===== config.mk =====
export PLATFORM = sky130hd
export DESIGN_NAME = uart_cmd_rcv
export DESIGN_NICKNAME = d
export VERILOG_FILES = /design/src/rtl/la_comm_pkg.sv /design/src/rtl/uart_rx_core.sv /design/src/rtl/uart_cmd_rcv.sv
export SDC_FILE = /design/constraint.sdc
export NUM_CORES = 1
export LEC_CHECK = 0
export CORE_ASPECT_RATIO = 0.8
export CORE_MARGIN = 2
export CORE_UTILIZATION = 55
export CTS_BUF_LIST = sky130_fd_sc_hd__clkbuf_4 sky130_fd_sc_hd__clkbuf_8
export CTS_CLUSTER_SIZE = 28
export DETAILED_ROUTE_END_ITERATION = 8
export GPL_TIMING_DRIVEN = 0
export PLACE_DENSITY = 0.89
export RECOVER_POWER = 50
export SLEW_MARGIN = 25
export SYNTH_ARGS = -nofsm -noshare
export SYNTH_HDL_FRONTEND = slang
export SYNTH_SLANG_ARGS = --single-unit

===== constraint.sdc =====
create_clock -name clk -period 2.2 [get_ports clk]
set_input_delay 0.44 -clock clk [delete_from_list [all_inputs] [get_ports clk]]
set_output_delay 0.44 -clock clk [all_outputs]
set_load 0.02 [all_outputs]

===== src/rtl/la_comm_pkg.sv =====
`default_nettype none
// +--------------------------------------------------------------------------+
// | Module   : la_comm_pkg                                                   |
// | Purpose  : Shared definitions for the logic-analyzer host link: receiver |
// |            and assembler state types, default baud divisor, and the      |
// |            command opcodes the command processor decodes.               |
// | Ports    : none (package)                                                |
// | Revision : 1.0  initial release                                          |
// +--------------------------------------------------------------------------+
package la_comm_pkg;

  // Bit-engine states of the serial receiver
  typedef enum logic [1:0] {
    IDLE  = 2'd0,
    START = 2'd1,
    DATA  = 2'd2,
    STOP  = 2'd3
  } rx_state_t;

  // Byte-pair assembler states
  typedef enum logic [0:0] {
    WAIT_HI = 1'b0,
    WAIT_LO = 1'b1
  } asm_state_t;

  // 115200 baud from a 100 MHz clock
  localparam int unsigned DEF_BAUD_DIV = 868;

  // Command opcodes carried in cmd[15:8]
  localparam logic [7:0] OP_NOP      = 8'h00;
  localparam logic [7:0] OP_WR_REG   = 8'h01;
  localparam logic [7:0] OP_RD_REG   = 8'h02;
  localparam logic [7:0] OP_ARM      = 8'h04;
  localparam logic [7:0] OP_DUMP     = 8'h08;
  localparam logic [7:0] OP_RESET_LA = 8'hFF;

endpackage
`default_nettype wire


===== src/rtl/uart_rx_core.sv =====
`default_nettype none
// +--------------------------------------------------------------------------+
// | Module   : uart_rx_core                                                  |
// | Purpose  : 8N1 UART receiver: 2-flop synchronizer, start-edge detect,    |
// |            down-counting baud timer and bit engine.                      |
// | Ports    : clk, rst          - clock, synchronous active-high reset      |
// |            rx                - asynchronous serial line (idles high)     |
// |            rx_byte[7:0]      - last received byte (valid with byte_rdy)  |
// |            byte_rdy          - one-cycle pulse, good byte received       |
// |            frm_err           - one-cycle pulse, stop bit sampled low     |
// |            rx_busy           - a frame is being received                 |
// |            start_edge        - accepted start edge (engine was idle)     |
// | Revision : 1.0  initial release                                          |
// +--------------------------------------------------------------------------+
module uart_rx_core
  import la_comm_pkg::*;
#(
  parameter int unsigned BAUD_DIV = DEF_BAUD_DIV
) (
  input  logic       clk,
  input  logic       rst,
  input  logic       rx,
  output logic [7:0] rx_byte,
  output logic       byte_rdy,
  output logic       frm_err,
  output logic       rx_busy,
  output logic       start_edge
);

  localparam int unsigned     CW       = $clog2(BAUD_DIV + 1);
  localparam logic [CW-1:0]   CNT_HALF = CW'(BAUD_DIV / 2);
  localparam logic [CW-1:0]   CNT_FULL = CW'(BAUD_DIV);

  logic          sync1, sync2, line_q;
  rx_state_t     state, state_nxt;
  logic [CW-1:0] baud_cnt;
  logic [2:0]    bit_cnt;
  logic [7:0]    shift;
  logic          fall, expire;
  logic          load_half, load_full, shift_en, byte_done, stop_bad;

  // line_q is the previous synchronized value, kept in every state so a
  // line held low (break) never looks like a fresh edge.
  assign fall       = line_q & ~sync2;
  assign expire     = (baud_cnt == CW'(1));
  assign start_edge = (state == IDLE) & fall;
  assign rx_busy    = (state != IDLE);
  assign rx_byte    = shift;

  always_ff @(posedge clk) begin
    if (rst) begin
      state <= IDLE;
    end else begin
      state <= state_nxt;
    end
  end

  always_comb begin
    state_nxt = state;
    load_half = 1'b0;
    load_full = 1'b0;
    shift_en  = 1'b0;
    byte_done = 1'b0;
    stop_bad  = 1'b0;
    case (state)
      IDLE: begin
        if (fall) begin
          state_nxt = START;
          load_half = 1'b1;
        end
      end
      START: begin
        if (expire) begin
          if (sync2) begin
            state_nxt = IDLE;          // glitch, not a real start bit
          end else begin
            state_nxt = DATA;
            load_full = 1'b1;
          end
        end
      end
      DATA: begin
        if (expire) begin
          shift_en  = 1'b1;
          load_full = 1'b1;
          if (bit_cnt == 3'd7) state_nxt = STOP;
        end
      end
      STOP: begin
        if (expire) begin
          state_nxt = IDLE;
          if (sync2) byte_done = 1'b1;
          else       stop_bad  = 1'b1;
        end
      end
      default: state_nxt = IDLE;
    endcase
  end

  always_ff @(posedge clk) begin
    if (rst) begin
      sync1    <= 1'b1;
      sync2    <= 1'b1;
      line_q   <= 1'b1;
      baud_cnt <= '0;
      bit_cnt  <= '0;
      shift    <= '0;
      byte_rdy <= 1'b0;
      frm_err  <= 1'b0;
    end else begin
      sync1    <= rx;
      sync2    <= sync1;
      line_q   <= sync2;
      byte_rdy <= byte_done;
      frm_err  <= stop_bad;

      if (load_half)            baud_cnt <= CNT_HALF;
      else if (load_full)       baud_cnt <= CNT_FULL;
      else if (baud_cnt != '0)  baud_cnt <= baud_cnt - CW'(1);

      if (load_half)            bit_cnt <= '0;
      else if (shift_en)        bit_cnt <= bit_cnt + 3'd1;

      // LSB arrives first, so shift right
      if (shift_en)             shift <= {sync2, shift[7:1]};
    end
  end

endmodule
`default_nettype wire


===== src/rtl/uart_cmd_rcv.sv =====
`default_nettype none
// +--------------------------------------------------------------------------+
// | Module   : uart_cmd_rcv                                                  |
// | Purpose  : Host-command receiver. Pairs received UART bytes into 16-bit  |
// |            commands (high byte first) and flags them with cmd_rdy.      |
// | Ports    : clk, rst          - clock, synchronous active-high reset      |
// |            RX                - serial line from host (idles high)        |
// |            clr_cmd_rdy       - pulse from command processor, drops flag  |
// |            cmd[15:8]/[7:0]   - {first byte, second byte}                 |
// |            cmd_rdy           - complete command valid on cmd             |
// |            frm_err           - one-cycle pulse on a bad stop bit         |
// |            rx_busy           - receiver is inside a frame                |
// | Options  : UART_CMD_TIMEOUT_EN - abandon a lone high byte after          |
// |            TIMEOUT_BITS bit periods without a following start edge.     |
// | Revision : 1.0  initial release                                          |
// +--------------------------------------------------------------------------+
module uart_cmd_rcv
  import la_comm_pkg::*;
#(
  parameter int unsigned BAUD_DIV     = DEF_BAUD_DIV,
  parameter int unsigned TIMEOUT_BITS = 20
) (
  input  logic        clk,
  input  logic        rst,
  input  logic        RX,
  input  logic        clr_cmd_rdy,
  output logic [15:0] cmd,
  output logic        cmd_rdy,
  output logic        frm_err,
  output logic        rx_busy
);

  if (BAUD_DIV < 16 || BAUD_DIV > 65535 || TIMEOUT_BITS == 0) begin : g_bad_cfg
    $error("uart_cmd_rcv: BAUD_DIV must be 16..65535 and TIMEOUT_BITS nonzero");
  end

  logic       [7:0] rx_byte;
  logic             byte_rdy;
  logic             start_edge;
  logic             tmo_expire;
  asm_state_t       asm_state, asm_nxt;

  uart_rx_core #(
    .BAUD_DIV   (BAUD_DIV)
  ) u_core (
    .clk        (clk),
    .rst        (rst),
    .rx         (RX),
    .rx_byte    (rx_byte),
    .byte_rdy   (byte_rdy),
    .frm_err    (frm_err),
    .rx_busy    (rx_busy),
    .start_edge (start_edge)
  );

  always_ff @(posedge clk) begin
    if (rst) begin
      asm_state <= WAIT_HI;
    end else begin
      asm_state <= asm_nxt;
    end
  end

  always_comb begin
    asm_nxt = asm_state;
    if (frm_err || tmo_expire) begin
      asm_nxt = WAIT_HI;
    end else if (byte_rdy) begin
      asm_nxt = (asm_state == WAIT_HI) ? WAIT_LO : WAIT_HI;
    end
  end

  // A start edge while waiting for a high byte means a new command is on
  // its way, so the old one is retired before cmd[15:8] gets overwritten.
  always_ff @(posedge clk) begin
    if (rst) begin
      cmd     <= '0;
      cmd_rdy <= 1'b0;
    end else begin
      if (byte_rdy && asm_state == WAIT_HI) cmd[15:8] <= rx_byte;
      if (byte_rdy && asm_state == WAIT_LO) cmd[7:0]  <= rx_byte;

      if (byte_rdy && asm_state == WAIT_LO)
        cmd_rdy <= 1'b1;
      else if (clr_cmd_rdy || (start_edge && asm_state == WAIT_HI))
        cmd_rdy <= 1'b0;
    end
  end

`ifdef UART_CMD_TIMEOUT_EN
  localparam int unsigned TMO_CYCLES = TIMEOUT_BITS * BAUD_DIV;
  localparam int unsigned TW         = $clog2(TMO_CYCLES + 1);

  logic [TW-1:0] tmo_cnt;
  logic          tmo_run;

  // A start edge in the expiry cycle wins: the low byte is already coming.
  assign tmo_expire = tmo_run & (tmo_cnt == TW'(1)) & ~start_edge;

  always_ff @(posedge clk) begin
    if (rst) begin
      tmo_run <= 1'b0;
      tmo_cnt <= '0;
    end else if (byte_rdy && asm_state == WAIT_HI) begin
      tmo_run <= 1'b1;
      tmo_cnt <= TW'(TMO_CYCLES);
    end else if (start_edge || tmo_expire) begin
      tmo_run <= 1'b0;
    end else if (tmo_run) begin
      tmo_cnt <= tmo_cnt - TW'(1);
    end
  end
`else
  assign tmo_expire = 1'b0;
`endif

endmodule
`default_nettype wire


# Word level (Yosys, flattened, before mapping)
# Index checks and enable logic that the tools add are counted.
[totals]
regBits = 46
output_inout_bits = 19
[op_classes]
n_addsub = 2
n_eq_ne = 10
mux = 21
n_bitwise = 6
reduce_logical = 16
[op_table]
columns = ["cell", "n"]
rows = [
  ["10-bit two-way mux", 2],
  ["2-bit two-way mux", 6],
  ["10-bit by 1-bit == test with 1-bit output (second input constant)", 1],
  ["1-bit two-way mux", 10],
  ["2-bit by 1-bit inequality test with 1-bit output (second input constant)", 5],
  ["10-bit nonzero test", 1],
  ["10-bit by 1-bit subtractor with 10-bit output (second input constant)", 1],
  ["9-bit two-way mux", 1],
  ["2-bit one-hot mux with 4 select lines", 1],
  ["2-bit nonzero test", 3],
  ["2-bit OR reduction", 3],
  ["3-bit OR reduction", 2],
  ["5-bit AND reduction", 1],
  ["2-bit == test (second input constant)", 2],
  ["1-bit NOT", 4],
  ["3-bit by 1-bit adder with 3-bit output (second input constant)", 1],
  ["3-bit == test (second input constant)", 1],
  ["1-bit logical AND", 3],
  ["3-bit nonzero test", 1],
  ["1-bit AND", 2],
  ["2-bit by 1-bit == test with 1-bit output (second input constant)", 1],
  ["2-bit zero test", 1],
  ["1-bit one-hot mux with 2 select lines", 1],
  ["1-bit logical OR", 1],
]

# Depth between registers and ports, before layout
[depth]
ltp_word = 7
mapped_depth = 8
depth_no_buf = 6

# Hierarchy
# Synthesis repeated with hierarchy kept, for this count alone.
[unflattened]
hier_cells = 222
hier_area_um2 = 2068.2
[by_module_without_submodules]
columns = ["module", "instances", "cells_per_inst", "area_each_um2", "seq_area_each_um2"]
rows = [
  ["uart_rx_core", 1, 142, 1356.3, 560.5],
  ["uart_cmd_rcv", 1, 80, 711.9, 360.3],
]

# Worst setup path before layout
# OpenSTA, ideal clock, no wires.
[synth_path]
path_kind = "reg-to-reg"
start = "register u_core.state[0]"
end = "register u_core.baud_cnt[2]"
setup_ns = 0.146
arrival_ns = 1.517
path_slack_ns = 0.537
path_stages_with_launch = 9
n_path_buf = 2
synth_period_minus_slack_ns = 1.663
cell_sequence = "dfxtp_1 -> inv_1 -> ha_1 -> inv_1 -> or2_2 -> clkbuf_1 -> nand2b_1 -> clkbuf_1 -> a31oi_1"
[synth_via]
elab_chain_len = 3
[synth_lines]
columns = ["element", "line_no", "source"]
rows = [
  ["start: declaration", "uart_rx_core.sv:35", "rx_state_t state, state_nxt;"],
  ["start signal: assignment", "uart_rx_core.sv:54", "state <= state_nxt;"],
  ["2-bit == test, or another cell as far along", "uart_rx_core.sv:65", "case (state)"],
  ["1-bit one-hot mux with 2 select lines or 1-bit two-way mux (tied branches)", "uart_rx_core.sv:65", ""],
  ["10-bit two-way mux, or another cell as far along", "uart_rx_core.sv:118", "else if (load_full) baud_cnt <= CNT_FULL;"],
  ["end signal: assignment", "uart_rx_core.sv:119", "else if (baud_cnt != '0) baud_cnt <= baud_cnt - CW'(1);"],
  ["end: declaration", "uart_rx_core.sv:36", "logic [CW-1:0] baud_cnt;"],
]
# Parallel ways exist; a longest one is shown, timed or not.
# A chain may end at the register's enable or synchronous reset.

# Worst setup path after layout
[layout_path]
start = "register u_core.baud_cnt[4]"
end = "register u_core.baud_cnt[1]"
[layout_via]
elab_chain_len = 5
[layout_lines]
columns = ["element", "line_no", "source"]
rows = [
  ["10-bit by 1-bit == test with 1-bit output", "uart_rx_core.sv:45", "assign expire = (baud_cnt == CW'(1));"],
  ["1-bit two-way mux, on equally long branches", "uart_rx_core.sv:83, uart_rx_core.sv:73", ""],
  ["1-bit one-hot mux with 2 select lines", "uart_rx_core.sv:65", ""],
  ["10-bit two-way mux", "uart_rx_core.sv:118", ""],
  ["9-bit two-way mux", "uart_rx_core.sv:117", "if (load_half) baud_cnt <= CNT_HALF;"],
]
# Parallel ways exist; a longest one is shown, timed or not.

==> results.cfg <==
[critical_path]
path_class = reg2reg
cp-end-kind = flop
rr_endpoint = u_core.baud_cnt[1]
path_common_cell = o211ai_1
path_buf_inv = 1
ff2ff_path_depth = 6
crit_fanout = 9
cpLargestDelayFamily = simple AND/OR/NAND/NOR gates
crit_chain = nor4_2 -> and4_1 -> buf_4 -> o211ai_1 -> o211ai_1 -> a21oi_1
arrival_ps = 2100
r2r_slack_ps = 270
cpPeakStageDelay_ps = 420
crit_required_ps = 2370
rr_startpoint = u_core.baud_cnt[4]
worstSetupStartpointType = flop
cp_slowest_cell = nor4_2

[clocking]
cts_setup_buffers = 0
cts_buffers = 5
tritoncts = yes
root_buffer = clkbuf_8
insertion_delay_ps = 300
h-tree-depth = 2
cts_hold_buf = 0
path_clk_slew_ps = 90
clock_path_buffers = 2
cts_num_sinks = 46

[floorplan]
dieArea_um2 = 3990
start_util = 0.566
die_w_um = 70.1
num_rows = 19
pin_count = 23
core_area_um2 = 3400
dieHeight_um = 56.9

[global_route]
grt_usage = 0.210
gr-total-overflow = 0
grt_max_degree = 14
antenna_found_initial = 0
grt_pass1_wl_um = 6670
grt_pass1_vias = 1466

[sta]
fin_crit_sh = 0.877
slew_viol_final = 0
tightest_slew_ps = 781
fmax_mhz = 519
fin_setup_tns_ps = 0
worst_slack_ps = 272
rsz0062_at_grt = false
setup-violations-final = 0
hold_viol_final = 0
skew_ps = 8.72
min_period_ps = 1930
relSlewSlack = 0.477

[placement]
hpwlAfterDp_um = 2800
dpl_worst_slack_ps = 248
portBuffers = 22
placed_area_um2 = 2200
place.gp.congestion = 0.853
dp.cells = 293

[drt]
first_iter_violations = 88
wl_per_cell_um = 12.9
route.detailed.drc = 0
drt_first_pass_iters = 4
dr_total_vias = 1641
postRouteAntennaNets = 0
wl_um = 3870
via_per_inst = 5.45

[final_layout]
fin_nets = 271
nFillCells = 282
num_antenna_cells = 0
syn_to_final_growth_pct = 19.3
fin_cells = 301
post-route-util = 0.675
final_cell_area_um2 = 2290
drive_gt1_frac = 0.0579

[logic_synthesis]
synth.area.top_cells = dfxtp_1 (48%), nand2_1 (8.8%), a21oi_1 (8.6%), ha_1 (5.9%), nand3_1 (5.7%)
yosys.area_share.simple = 0.259
synth_top_area_cell = dfxtp_1
synth-seq-area-share = 0.479
syn-num-nets = 242
ys_ff_latch = 46
synth_adder_area_share = 0.0586
yosysWarnings = 0
synth.top_cell.area_share = 0.479
synth_top_family_by_area = simple AND/OR/NAND/NOR gates
yosys.cell_types.count = 32
syn_area_per_cell_um2 = 8.40
muxShareOfSynthArea = 0.00520
synth_xor_area_frac = 0.0319
synth-compound-area-share = 0.125
syn-cell-area_um2 = 1920
syn_inst = 229

[hold_path]
min_path_type = reg2reg
hold_end = u_core.sync2
whs_path_depth = 1
min_from = u_core.sync1

[pwr]
p_leak_uw = 0.000857
power.density_nw_per_um2 = 906
irDropWorstVdd_uv = 698

[outcome]
outcome = completed

[run]
cap_violations = 0
layout make-up:
cell class | count | area, um2 | share of cell area
inverter | 6 | 22.5 | 0.00982
timing repair buffer | 22 | 223 | 0.0971
buffer | 14 | 57.6 | 0.0251
tap | 42 | 52.6 | 0.0229
clock inverter | 1 | 5.00 | 0.00218
sequential | 46 | 921 | 0.402
clock buffer | 7 | 90.1 | 0.0393
multi-input combinational | 163 | 922 | 0.402
repair_timing:
action | CTS | global route
setup endpoints to repair | 0 | 1
endpoints found under the hold margin | 0 | 0
gates resized for setup | 0 | 1
cell usage in the layout (no fill, tap or decap), types with 2 or more instances in the layout:
master	synthesis	routed
dfxtp_1	46	46
o211ai_1	2	2
nand2b_1	6	6
clkbuf_8	0	6
inv_1	6	6
clkbuf_1	11	11
nor2_1	8	8
a31oi_1	4	4
dlygate4sd3_1	0	11
nor3_1	4	4
nand2_1	45	45
xor2_1	3	3
ha_1	9	9
nor3b_1	5	5
a211oi_1	2	2
or2_2	3	3
a21oi_1	33	33
nor2b_1	2	2
clkdlybuf4s50_1	0	10
xnor2_1	4	4
nand3_1	22	22
worst max path at each step:
stage / start / end / depth (start not counted)
4_1_cts: u_core.state[0] / rx_busy / 4
3_5_place_dp: rst / u_core.state[0] / 4
5_1_grt: flop / u_core.baud_cnt[1] / 6
6_report: u_core.baud_cnt[4] / u_core.baud_cnt[1] / 6
2_1_floorplan: u_core.state[0] / u_core.baud_cnt[2] / 8
3_3_place_gp: rst / u_core.state[0] / 4
per-layer routing:
metal | share of wire | wire length [um] | GRT usage
met1 | 0.45 | 1720 | 0.272
met2 | 0.48 | 1860 | 0.341
met3 | 0.062 | 241 | 0.0592
met4 | 0.013 | 52 | 0.0632
met5 | 0 | 0 | 0
logic make-up after synthesis:
kind of cell	Yosys count
AO/OA/AOI/OAI	43
XOR/XNOR	7
adder cells (fa/ha/maj)	9
buffers and inverters	20
flip-flops	46
multiplexers	1
AND/OR/NAND/NOR	103
stage by stage:
step | hold slack (ps) | total power [uW]
final | 420 | 2080
after global routing | 442 | 2210
after global placement | 395 | 1530
after floorplan | 389 | 1450
after detailed placement | 403 | 1550
after CTS | 425 | 2090
worst register-to-register path: stages, from the launching register on:
cell and delay [ps]:
dfxtp_1 360, nor4_2 420, and4_1 250, buf_4 140, o211ai_1 330, o211ai_1 210, a21oi_1 90
sequential cells by signal, summed over array words and instances, names as in the netlist, named ones only:
name / flops
u_core.baud_cnt: 10
u_core.rx_byte: 8
u_core.line_q: 1
u_core.sync2: 1
u_core.state: 1
u_core.byte_rdy: 1
cmd_rdy: 1
cmd: 16
asm_state: 1
u_core.frm_err: 1
u_core.bit_cnt: 3
u_core.sync1: 1
where the power goes:
part / switching (uW) / internal, uW
clock network: 272 / 266
logic: 299 / 254
registers: 79.2 / 907
cell usage after synthesis, drive strengths merged:
cell type / instances
buf: 3
nor3b: 5
a22o: 1
or3b: 1
o21bai: 1
xor2: 3
a211oi: 2
a21oi: 33
nor2: 8
o211ai: 2
nor2b: 2
mux2i: 1
a31oi: 4
nand2b: 6
nand3b: 1
nand2: 45
ha: 9
and4: 1
nor3: 4
nand4: 1
nor4: 2
clkbuf: 11
xnor2: 4
dfxtp: 46
and2: 1
or2: 3
or3: 1
inv: 6
nand3: 22
Note: power is estimated with default switching activity, not from simulation.
